--- src/rtl/sar_pkg.sv ---
// Shared types for the successive-approximation search controller.
package sar_pkg;

    localparam int SAR_WIDTH = 16;

    typedef enum logic [1:0] {
        ST_IDLE   = 2'd0,
        ST_SEARCH = 2'd1,
        ST_DONE   = 2'd2
    } sar_state_e;

    typedef struct packed {
        logic gt;
        logic lt;
        logic eq;
    } sar_flags_t;

endpackage

--- src/rtl/sar_flag_check.sv ---
// Comparator flag decode: legal when exactly one flag is high, keep when the trial bit survives.
module sar_flag_check
    import sar_pkg::*;
(
    input  sar_flags_t flags,
    output logic       legal,
    output logic       keep
);

    // Odd parity with not-all-three-set is exactly "one hot" for three bits.
    assign legal = (flags.gt ^ flags.lt ^ flags.eq) & ~(flags.gt & flags.lt & flags.eq);
    assign keep  = flags.lt | flags.eq;

endmodule

--- src/rtl/sar_search16.sv ---
// SAR search controller resolving a hidden operand from gt/lt/eq compare flags, MSB first.
// Optional build macro SAR_EARLY_EXIT_EN: a legal eq ends the search immediately.
module sar_search16
    import sar_pkg::*;
#(
    parameter int WIDTH = SAR_WIDTH
) (
    input  logic             clk,
    input  logic             rst_n,
    input  logic             start,
    input  logic             cmp_gt,
    input  logic             cmp_lt,
    input  logic             cmp_eq,
    output logic [WIDTH-1:0] trial,
    output logic             busy,
    output logic             done,
    output logic [WIDTH-1:0] result,
    output logic             found,
    output logic             err
);

    localparam int               IDX_W   = $clog2(WIDTH);
    localparam logic [WIDTH-1:0] ONE     = {{(WIDTH-1){1'b0}}, 1'b1};
    localparam logic [WIDTH-1:0] MSB_BIT = ONE << (WIDTH - 1);
    localparam logic [IDX_W-1:0] IDX_TOP = IDX_W'(WIDTH - 1);
    localparam logic [IDX_W-1:0] IDX_ONE = IDX_W'(1);
    localparam logic [IDX_W-1:0] IDX_ZERO = {IDX_W{1'b0}};

    sar_state_e       state_r;
    logic [WIDTH-1:0] acc_r;
    logic [IDX_W-1:0] bit_idx_r;
    sar_flags_t       flags_s;
    logic             legal_s;
    logic             keep_s;
    logic             early_s;
    logic [WIDTH-1:0] acc_next_s;
    logic [WIDTH-1:0] trial_next_s;

    assign flags_s = {cmp_gt, cmp_lt, cmp_eq};

    sar_flag_check u_flag_check (
        .flags (flags_s),
        .legal (legal_s),
        .keep  (keep_s)
    );

`ifdef SAR_EARLY_EXIT_EN
    assign early_s = flags_s.eq;
`else
    assign early_s = 1'b0;
`endif

    // Next accumulator and next trial for the current compare outcome.
    always_comb begin
        acc_next_s   = acc_r;
        trial_next_s = trial;
        if (keep_s) begin
            acc_next_s = trial;
        end else begin
            acc_next_s = acc_r;
        end
        if (bit_idx_r != IDX_ZERO) begin
            trial_next_s = acc_next_s | (ONE << (bit_idx_r - IDX_ONE));
        end else begin
            trial_next_s = trial;
        end
    end

    // Search FSM with registered outputs.
    always_ff @(posedge clk or negedge rst_n) begin
        if (!rst_n) begin
            state_r   <= ST_IDLE;
            acc_r     <= {WIDTH{1'b0}};
            bit_idx_r <= IDX_TOP;
            trial     <= {WIDTH{1'b0}};
            result    <= {WIDTH{1'b0}};
            busy      <= 1'b0;
            done      <= 1'b0;
            found     <= 1'b0;
            err       <= 1'b0;
        end else begin
            case (state_r)
                ST_IDLE: begin
                    done <= 1'b0;
                    if (start) begin
                        state_r   <= ST_SEARCH;
                        busy      <= 1'b1;
                        acc_r     <= {WIDTH{1'b0}};
                        bit_idx_r <= IDX_TOP;
                        trial     <= MSB_BIT;
                        err       <= 1'b0;
                        found     <= 1'b0;
                    end
                end
                ST_SEARCH: begin
                    if (!legal_s) begin
                        // Protocol violation: report whatever was resolved so far.
                        err     <= 1'b1;
                        result  <= acc_r;
                        busy    <= 1'b0;
                        done    <= 1'b1;
                        state_r <= ST_DONE;
                    end else begin
                        acc_r <= acc_next_s;
                        if (flags_s.eq) begin
                            found <= 1'b1;
                        end
                        if (early_s || (bit_idx_r == IDX_ZERO)) begin
                            result  <= acc_next_s;
                            busy    <= 1'b0;
                            done    <= 1'b1;
                            state_r <= ST_DONE;
                        end else begin
                            bit_idx_r <= bit_idx_r - IDX_ONE;
                            trial     <= trial_next_s;
                        end
                    end
                end
                ST_DONE: begin
                    done    <= 1'b0;
                    state_r <= ST_IDLE;
                end
                default: begin
                    busy    <= 1'b0;
                    done    <= 1'b0;
                    state_r <= ST_IDLE;
                end
            endcase
        end
    end

endmodule
--- config.mk ---
export PLATFORM = sky130hd
export DESIGN_NAME = sar_search16
export DESIGN_NICKNAME = d
export VERILOG_FILES = /design/src/rtl/sar_pkg.sv /design/src/rtl/sar_flag_check.sv /design/src/rtl/sar_search16.sv
export SDC_FILE = /design/constraint.sdc
export NUM_CORES = 1
export LEC_CHECK = 0
export ABC_CLOCK_PERIOD_IN_PS = 2400
export CAP_MARGIN = 20
export CORE_ASPECT_RATIO = 0.8
export CORE_MARGIN = 2
export CORE_UTILIZATION = 54
export CTS_CLUSTER_SIZE = 30
export DETAILED_ROUTE_END_ITERATION = 10
export GPL_TIMING_DRIVEN = 0
export PLACE_DENSITY = 0.79
export SETUP_SLACK_MARGIN = 0.2
export SLEW_MARGIN = 40
export SYNTH_ARGS = -nofsm -noshare
export SYNTH_HDL_FRONTEND = slang
export SYNTH_SLANG_ARGS = --single-unit
--- constraint.sdc ---
create_clock -name clk -period 2.4 [get_ports clk]
set_input_delay 0.48 -clock clk [delete_from_list [all_inputs] [get_ports clk]]
set_output_delay 0.48 -clock clk [all_outputs]
set_load 0.05 [all_outputs]
==> results.md, run 1 <==
* Reg2reg path depth at 8
* Period utilisation layout at 88.8%
* Number of vias per cell at 6.49
* Worst-Skew Late Latency at 0.35 ns
* Sequential share of the synthesized area at 48.7%
* Root Driver: clkbuf_8
* Dominant cells by area after synthesis: dfrtp_1 (45%), o21ai_0 (5.9%), a21oi_1 (5.7%), mux2i_1 (5.4%), a22o_1 (4.7%)
* Synth top area share at 45.2%
* DRC Markers at 0
* Post-synth top area cell: dfrtp_1
* Main flop type after synthesis: dfrtp_1
* R2R setup slack at 0.30 ns
* Synth cell types at 42
* Initial Util at 55.3%
* Die width at 87.2 um
* CP Cell Sequence: clkdlybuf4s50_1
* Cell area after synthesis at 2990 um2
* Max_slew headroom at 65.5%
* Core ar. at 5410 um2
* Comb pwr share at 45.4%
* Io pins at 42
* Syn_nets at 295
* Crit path max-delay family: buffers and inverters
* FF/Latch Area at 1460 um2
* Fin. max-slew vios at 0
* Hold Fails Final Rpt at 0
* Via count at 2668
* Psw at 2030 uW
* DP Cell Count at 389
* Die Y at 70.6 um
* Clock sink count at 58
* Initial antenna violation count at 0
* Yosys reg bits at 58
* Clock Skew at 0.0102 ns
* Worst path max stage delay at 0.84 ns
* CTS clk-pin slew, worst paths at 0.07 ns
* Detailed-route wire length at 8.41 mm
* EDFF count, synth at 0
* Rows at 24
* Buf+Inv Stages, Crit Path at 1
* Fmax at 469 MHz
* RSZ-0062 raised after global routing: false
* Die area at 6150 um2
* Fillers at 420
* Nets at 353
* Global-route wire length before repair at 13.7 mm
* Slew @ Worst Pin at 0.516 ns
* WL/cell at 20.5 um
* Largest net degree at the start of global routing at 36
* Fin crit period at 2.13 ns
* Global router's overall resource usage at 30.0%
* Crit-path slowest cell: clkdlybuf4s50_1
* Cells after Synth at 283
* I/O Buffers at 40
* Area growth from synthesis to layout at 30.8%
* CP max FO at 5
* Arr. time, crit path at 1.65 ns
* CP Class: flop to output port
* Most common cell in the netlist: dfrtp_1
* Dpl hpwl at 5.74 mm
* Multi-input logic area at 1480 um2
* Vias in the first global route at 2559
* Critical Path Source Type: flop
* Seq pwr share at 30.1%
* Worst R2R End: result[5]
* Layout cells sized above 1 at 16.5%
* Worst IR Drop VDD at 0.586 mV
* Sw Ratio at 43.4%
* RR Startpoint: bit_idx_r[1]
* Final Non-Filler Cells at 411
* First-pass iteration count of the detailed router at 5
* Syn Area/Cell at 10.6 um2
* Iter 0 DRT Violations at 230
* Status: completed
* CTS Buffer Depth at 2
* Required time worst endpoint at 1.92 ns
* HP Class: input port to asynchronous set/reset pin
* TritonCTS buffer count at 9
* Maxcap violations at 0
* Endpoints failing setup at 0
* Power share of the clock group at 24.4%
* Cell internal pwr at 2640 uW
* Power density over the cells at 1190 nW/um2
* # diodes at 0
* Asr flop ratio synth at 100%
* Post-route ant nets at 0
* Final Wtd Congestion at 0.968
* Critical path capture point type: output port
* CTS tree: done
* YS warnings at 0
* H-tree levels at 3
* Pleak at 0.00167 uW
* Grt ovf at 0
* Post-synth top cells: dfrtp_1 (54), o21ai_0 (35), a21oi_1 (34)
* Total Power at 4670 uW
-- final cells by class --
type | instances | share of cell area, %
Timing Repair Buffer | 47 | 12.7
Multi-Input combinational cell | 200 | 37.8
Clock buffer | 9 | 3.17
Tap cell | 65 | 2.08
Buffer | 18 | 3.17
Sequential cell | 58 | 37.2
Inverter | 7 | 0.672
Clock inverter | 7 | 3.17
-- metal layers --
metal,up-vias,routed length [um],track usage (%)
li1,1198,-,-
met1,1319,3930,45.4
met2,127,3680,43.0
met3,24,643,7.00
met4,0,157,9.91
met5,-,0,0
-- worst max path at each step --
stage / slack [ns] / end / from / cells past startpoint
after floorplan: 0.31 / acc_r[10] / cmp_gt / 6
after global placement: -0.92 / result[4] / rst_n / 1
after detailed placement: -0.47 / trial[8] / cmp_lt / 7
after CTS: 0.23 / result[5] / bit_idx_r[1] / 8
after global routing: 0.19 / result[5] / bit_idx_r[1] / 8
final: 0.27 / trial[2] / trial[2] / 1
-- cell usage in the layout, fill, tap and decap left out, drive strengths merged, types with 3 or more instances in the layout --
master         count
a221oi            13
dfrtp             54
and2               4
a22o              16
ha                 6
nand2b             6
inv                9
o2bb2ai           15
mux2i             16
nand2             11
nor2              10
a21oi             35
nor3               5
dfstp              4
bufinv             3
o21ai             36
nor2b              6
clkdlybuf4s50     37
clkbuf            17
buf               17
-- sequential cells by signal (all words and copies together) (netlist names), 2 cells and up --
| name | cells |
|---|---|
| trial | 16 |
| state_r | 2 |
| result | 16 |
| acc_r | 16 |
| bit_idx_r | 4 |
-- power groups by stage --
stage	Clock, uW	Combinational [uW]	Sequential (uW)
after floorplan	0	730	2060
after detailed placement	0	2040	1410
after CTS	1150	2100	1400
after global routing	1200	2270	1440
after global placement	0	2010	1400
final	1140	2120	1410
-- metrics by stage --
| step | setup TNS [ns] | area, um2 | utilization, % | hold slack, ns | setup WS [ns] |
|---|---|---|---|---|---|
| 4_1_cts | 0 | 3890 | 72.1 | 0.0921 | 0.226 |
| 5_1_grt | 0 | 3910 | 72.4 | 0.116 | 0.193 |
| 3_3_place_gp | -62.82 | 3470 | 64.2 | 0.470 | -0.920 |
| 2_1_floorplan | 0 | 2990 | - | 0.184 | 0.312 |
| 6_report | 0 | 3910 | 72.4 | 0.0816 | 0.268 |
| 3_5_place_dp | -15.26 | 3500 | 64.7 | 0.464 | -0.469 |
-- cells by family (layout without fill, tap and decap cells) --
kind of cell / count (synthesis) / count (layout) / synth area share [%]
DFF: 58 / 58 / 48.7
buffers and inverters: 25 / 88 / 4.31
AOI/OAI and AO/OA: 129 / 129 / 29.5
adders and majority gates: 6 / 6 / 2.51
and+or+nand+nor: 48 / 48 / 9.29
muxes: 17 / 17 / 5.73
-- timing repair --
item,4_1_cts,5_1_grt
resized for setup,20,3
buffers inserted,5,0
hold endpoints to repair,0,0
setup endpoints to repair,42,20
pin swaps,5,0
hold buffers,0,0
cloned,1,0
(Power assumes the default switching activity.)
==> inputs of run 2 (changes only) <==
PLACE_DENSITY = 0.86   (was 0.79)
==> run 2 against run 1 <==
  * First-iteration DRC count is 17% higher
  * Sequential share of layout area increased by 0.60 points
  * Final cell count increased by 1.9%
  * Sequential power hardly changed
  * Total power down 6.2%
  * Clock skew shrank 0.0026 ns
  * Fmax is 2.3% lower
  * Cell area fell by 1.6%
  * Critical path type is now input port to flop
  * Largest cell class unchanged
  * Highest routed layer unchanged
==> results.md, run 2 (synthesis gave the netlist of run 1 again) <==
* Area growth from synthesis to layout at 28.7% (was 30.8%)
* Nets at 362 (was 353)
* Detailed-route wire length at 8.55 mm (was 8.41 mm)
* Hold_buf cts at 0 (unchanged)
* Crit-path slowest cell: clkdlybuf4s50_1 (unchanged)
* Root Driver: clkbuf_8 (unchanged)
* CP max FO at 10 (was 5)
* Design area at 3850 um2 (was 3910 um2)
* Placed cell areas at 3490 um2 (was 3500 um2)
* Power density over the cells at 1140 nW/um2 (was 1190 nW/um2)
* RSZ-0062 raised after global routing: true (was false)
* Biggest registers after layout: acc_r: 16 flops, result: 16 flops, trial: 16 flops (unchanged)
* Met3 wire len at 737 um (was 643 um)
* Via count at 2690 (was 2668)
* Fmax at 458 MHz (was 469 MHz)
* Commonest non-fill, non-tap cell in the layout: dfrtp_1 (unchanged)
* Layout cells sized above 1 at 17.8% (was 16.5%)
* Io pins at 42 (unchanged)
* Most frequent cells in the layout: dfrtp_1 (54), clkdlybuf4s50_1 (39), o21ai_0 (35) (was dfrtp_1 (54), clkdlybuf4s50_1 (37), o21ai_0 (35))
* Finished Core Util at 71.2% (was 72.4%)
* Vias in the first global route at 2624 (was 2559)
* Critical path capture point type: flop (was output port)
* # diodes at 0 (unchanged)
* CP Cell Sequence: clkdlybuf4s50_1, ha_4, nor3b_4, buf_4, a21oi_4, a211o_4, buf_6, a22o_1 (was clkdlybuf4s50_1)
* Rows at 24 (unchanged)
* CTS tree: done (unchanged)
* Initial antenna violation count at 0 (unchanged)
* Endpoints failing setup at 0 (unchanged)
* Iter 0 DRT Violations at 270 (was 230)
* Met2 WL at 3.86 mm (was 3.68 mm)
* H-tree levels at 3 (unchanged)
* Status: completed (unchanged)
* Max_slew headroom at 64.4% (was 65.5%)
* Core ar. at 5410 um2 (unchanged)
* Worst path max stage delay at 0.51 ns (was 0.84 ns)
* M1 wire length at 3.77 mm (was 3.93 mm)
* Fin crit period at 2.18 ns (was 2.13 ns)
* I/O Buffers at 40 (unchanged)
* CTS Buffer Depth at 2 (unchanged)
* Required time worst endpoint at 2.63 ns (was 1.92 ns)
* Die Y at 70.6 um (unchanged)
* Initial Util at 55.3% (unchanged)
* Clock sink count at 58 (unchanged)
* Worst-Skew Late Latency at 0.34 ns (was 0.35 ns)
* Slew @ Worst Pin at 0.533 ns (was 0.516 ns)
* Final Wtd Congestion at 0.986 (was 0.968)
* CTS clk-pin slew, worst paths at 0.06 ns (was 0.07 ns)
* Top layer in use: met4 (unchanged)
* Clock Skew at 0.00761 ns (was 0.0102 ns)
* Fillers at 392 (was 420)
* Pleak at 0.00167 uW (about the same)
* Hold Fails Final Rpt at 0 (unchanged)
* CP Class: input port to flop (was flop to output port)
* First-pass iteration count of the detailed router at 6 (was 5)
* Fin. max-slew vios at 0 (unchanged)
* Grt ovf at 0 (unchanged)
* Global router's overall resource usage at 29.3% (was 30.0%)
* HP Class: input port to asynchronous set/reset pin (unchanged)
* Post-route ant nets at 0 (unchanged)
* WL/cell at 20.4 um (was 20.5 um)
* Arr. time, crit path at 2.41 ns (was 1.65 ns)
* DRC Markers at 0 (unchanged)
* Global-route wire length before repair at 13.6 mm (was 13.7 mm)
* Critical Path Source Type: input port (was flop)
* Maxcap violations at 0 (unchanged)
* TritonCTS buffer count at 9 (unchanged)
* Worst IR Drop VDD at 0.455 mV (was 0.586 mV)
* Die area at 6150 um2 (unchanged)
* Dpl hpwl at 5.84 mm (was 5.74 mm)
* Buf+Inv Stages, Crit Path at 3 (was 1)
* Crit path max-delay family: buffers and inverters (unchanged)
* Number of vias per cell at 6.42 (was 6.49)
* Largest net degree at the start of global routing at 32 (was 36)
* Period utilisation layout at 90.9% (was 88.8%)
* Die width at 87.2 um (unchanged)
## run 2: cell count changes in the layout (fill, tap and decap cells not counted), moves of 3 or more
cell | before | now
buf_4 | 8 | 20
buf_6 | 4 | 1
bufinv_16 | 3 | 0
clkinv_2 | 0 | 3
## run 2: worst paths after layout
path / from / to / slack, ns / cells past startpoint
worst max-delay path: cmp_lt / acc_r[13] / 0.22 / 8
worst min-delay path: rst_n / found / 0.05 / 1
worst max register to register: bit_idx_r[0] / trial[4] / 0.31 / 7
worst min register to register: err / err / 0.51 / 2
max in group asynchronous: rst_n / bit_idx_r[0] / 1.81 / 2
min in group clk: err / err / 0.51 / 2
## run 2: metrics by stage
stage / setup TNS, ns / worst slack [ns] / power [uW] / std cells / hold slack, ns
global placement: -58.85 / -0.872 / 3400 / 388 / 0.475
finish: 0 / 0.219 / 4380 / 419 / 0.0486
CTS: 0 / 0.196 / 4290 / 412 / 0.0620
floorplan: 0 / 0.312 / 2790 / 283 / 0.184
detailed placement: -13.00 / -0.411 / 3470 / 389 / 0.423
global route: 0 / 0.167 / 4590 / 419 / 0.0618
## run 2: repair_timing
item	4_1_cts	5_1_grt
endpoints found under the setup margin	36	37
gates resized for setup	8	11
pin swaps	5	4
setup buffers	8	7
## run 2: power breakdown
group / switching, uW / leakage (uW) / internal [uW]
Clock: 386 / 0.0000879 / 392
Combinational: 1440 / 0.000832 / 750
Sequential: 188 / 0.000748 / 1220
Total: 2010 / 0.00167 / 2370
## run 2: routing by layer
metal	GRT usage, %	up-vias
li1	-	1212
met1	42.0	1302
met2	42.2	149
met3	9.80	27
met4	9.74	0
met5	0	-
## run 2: cell type report
type | count | area, um2 | area share (%)
clock inverters | 5 | 31.3 | 0.812
plain buffers | 18 | 123 | 3.18
clock buffers | 10 | 138 | 3.57
flip-flops and latches | 58 | 1460 | 37.8
well taps | 65 | 81.3 | 2.11
multi-input cells | 200 | 1460 | 38.0
inverters | 7 | 26.3 | 0.682
repair buffers | 56 | 531 | 13.8
## run 2: worst reg2reg max path: stages (launching register included)
cell and delay [ns]:
dfstp_2 0.41, inv_1 0.16, ha_4 0.21, or3b_1 0.44
o211a_1 0.23, nor2_4 0.20, buf_4 0.22, o2bb2ai_1 0.14
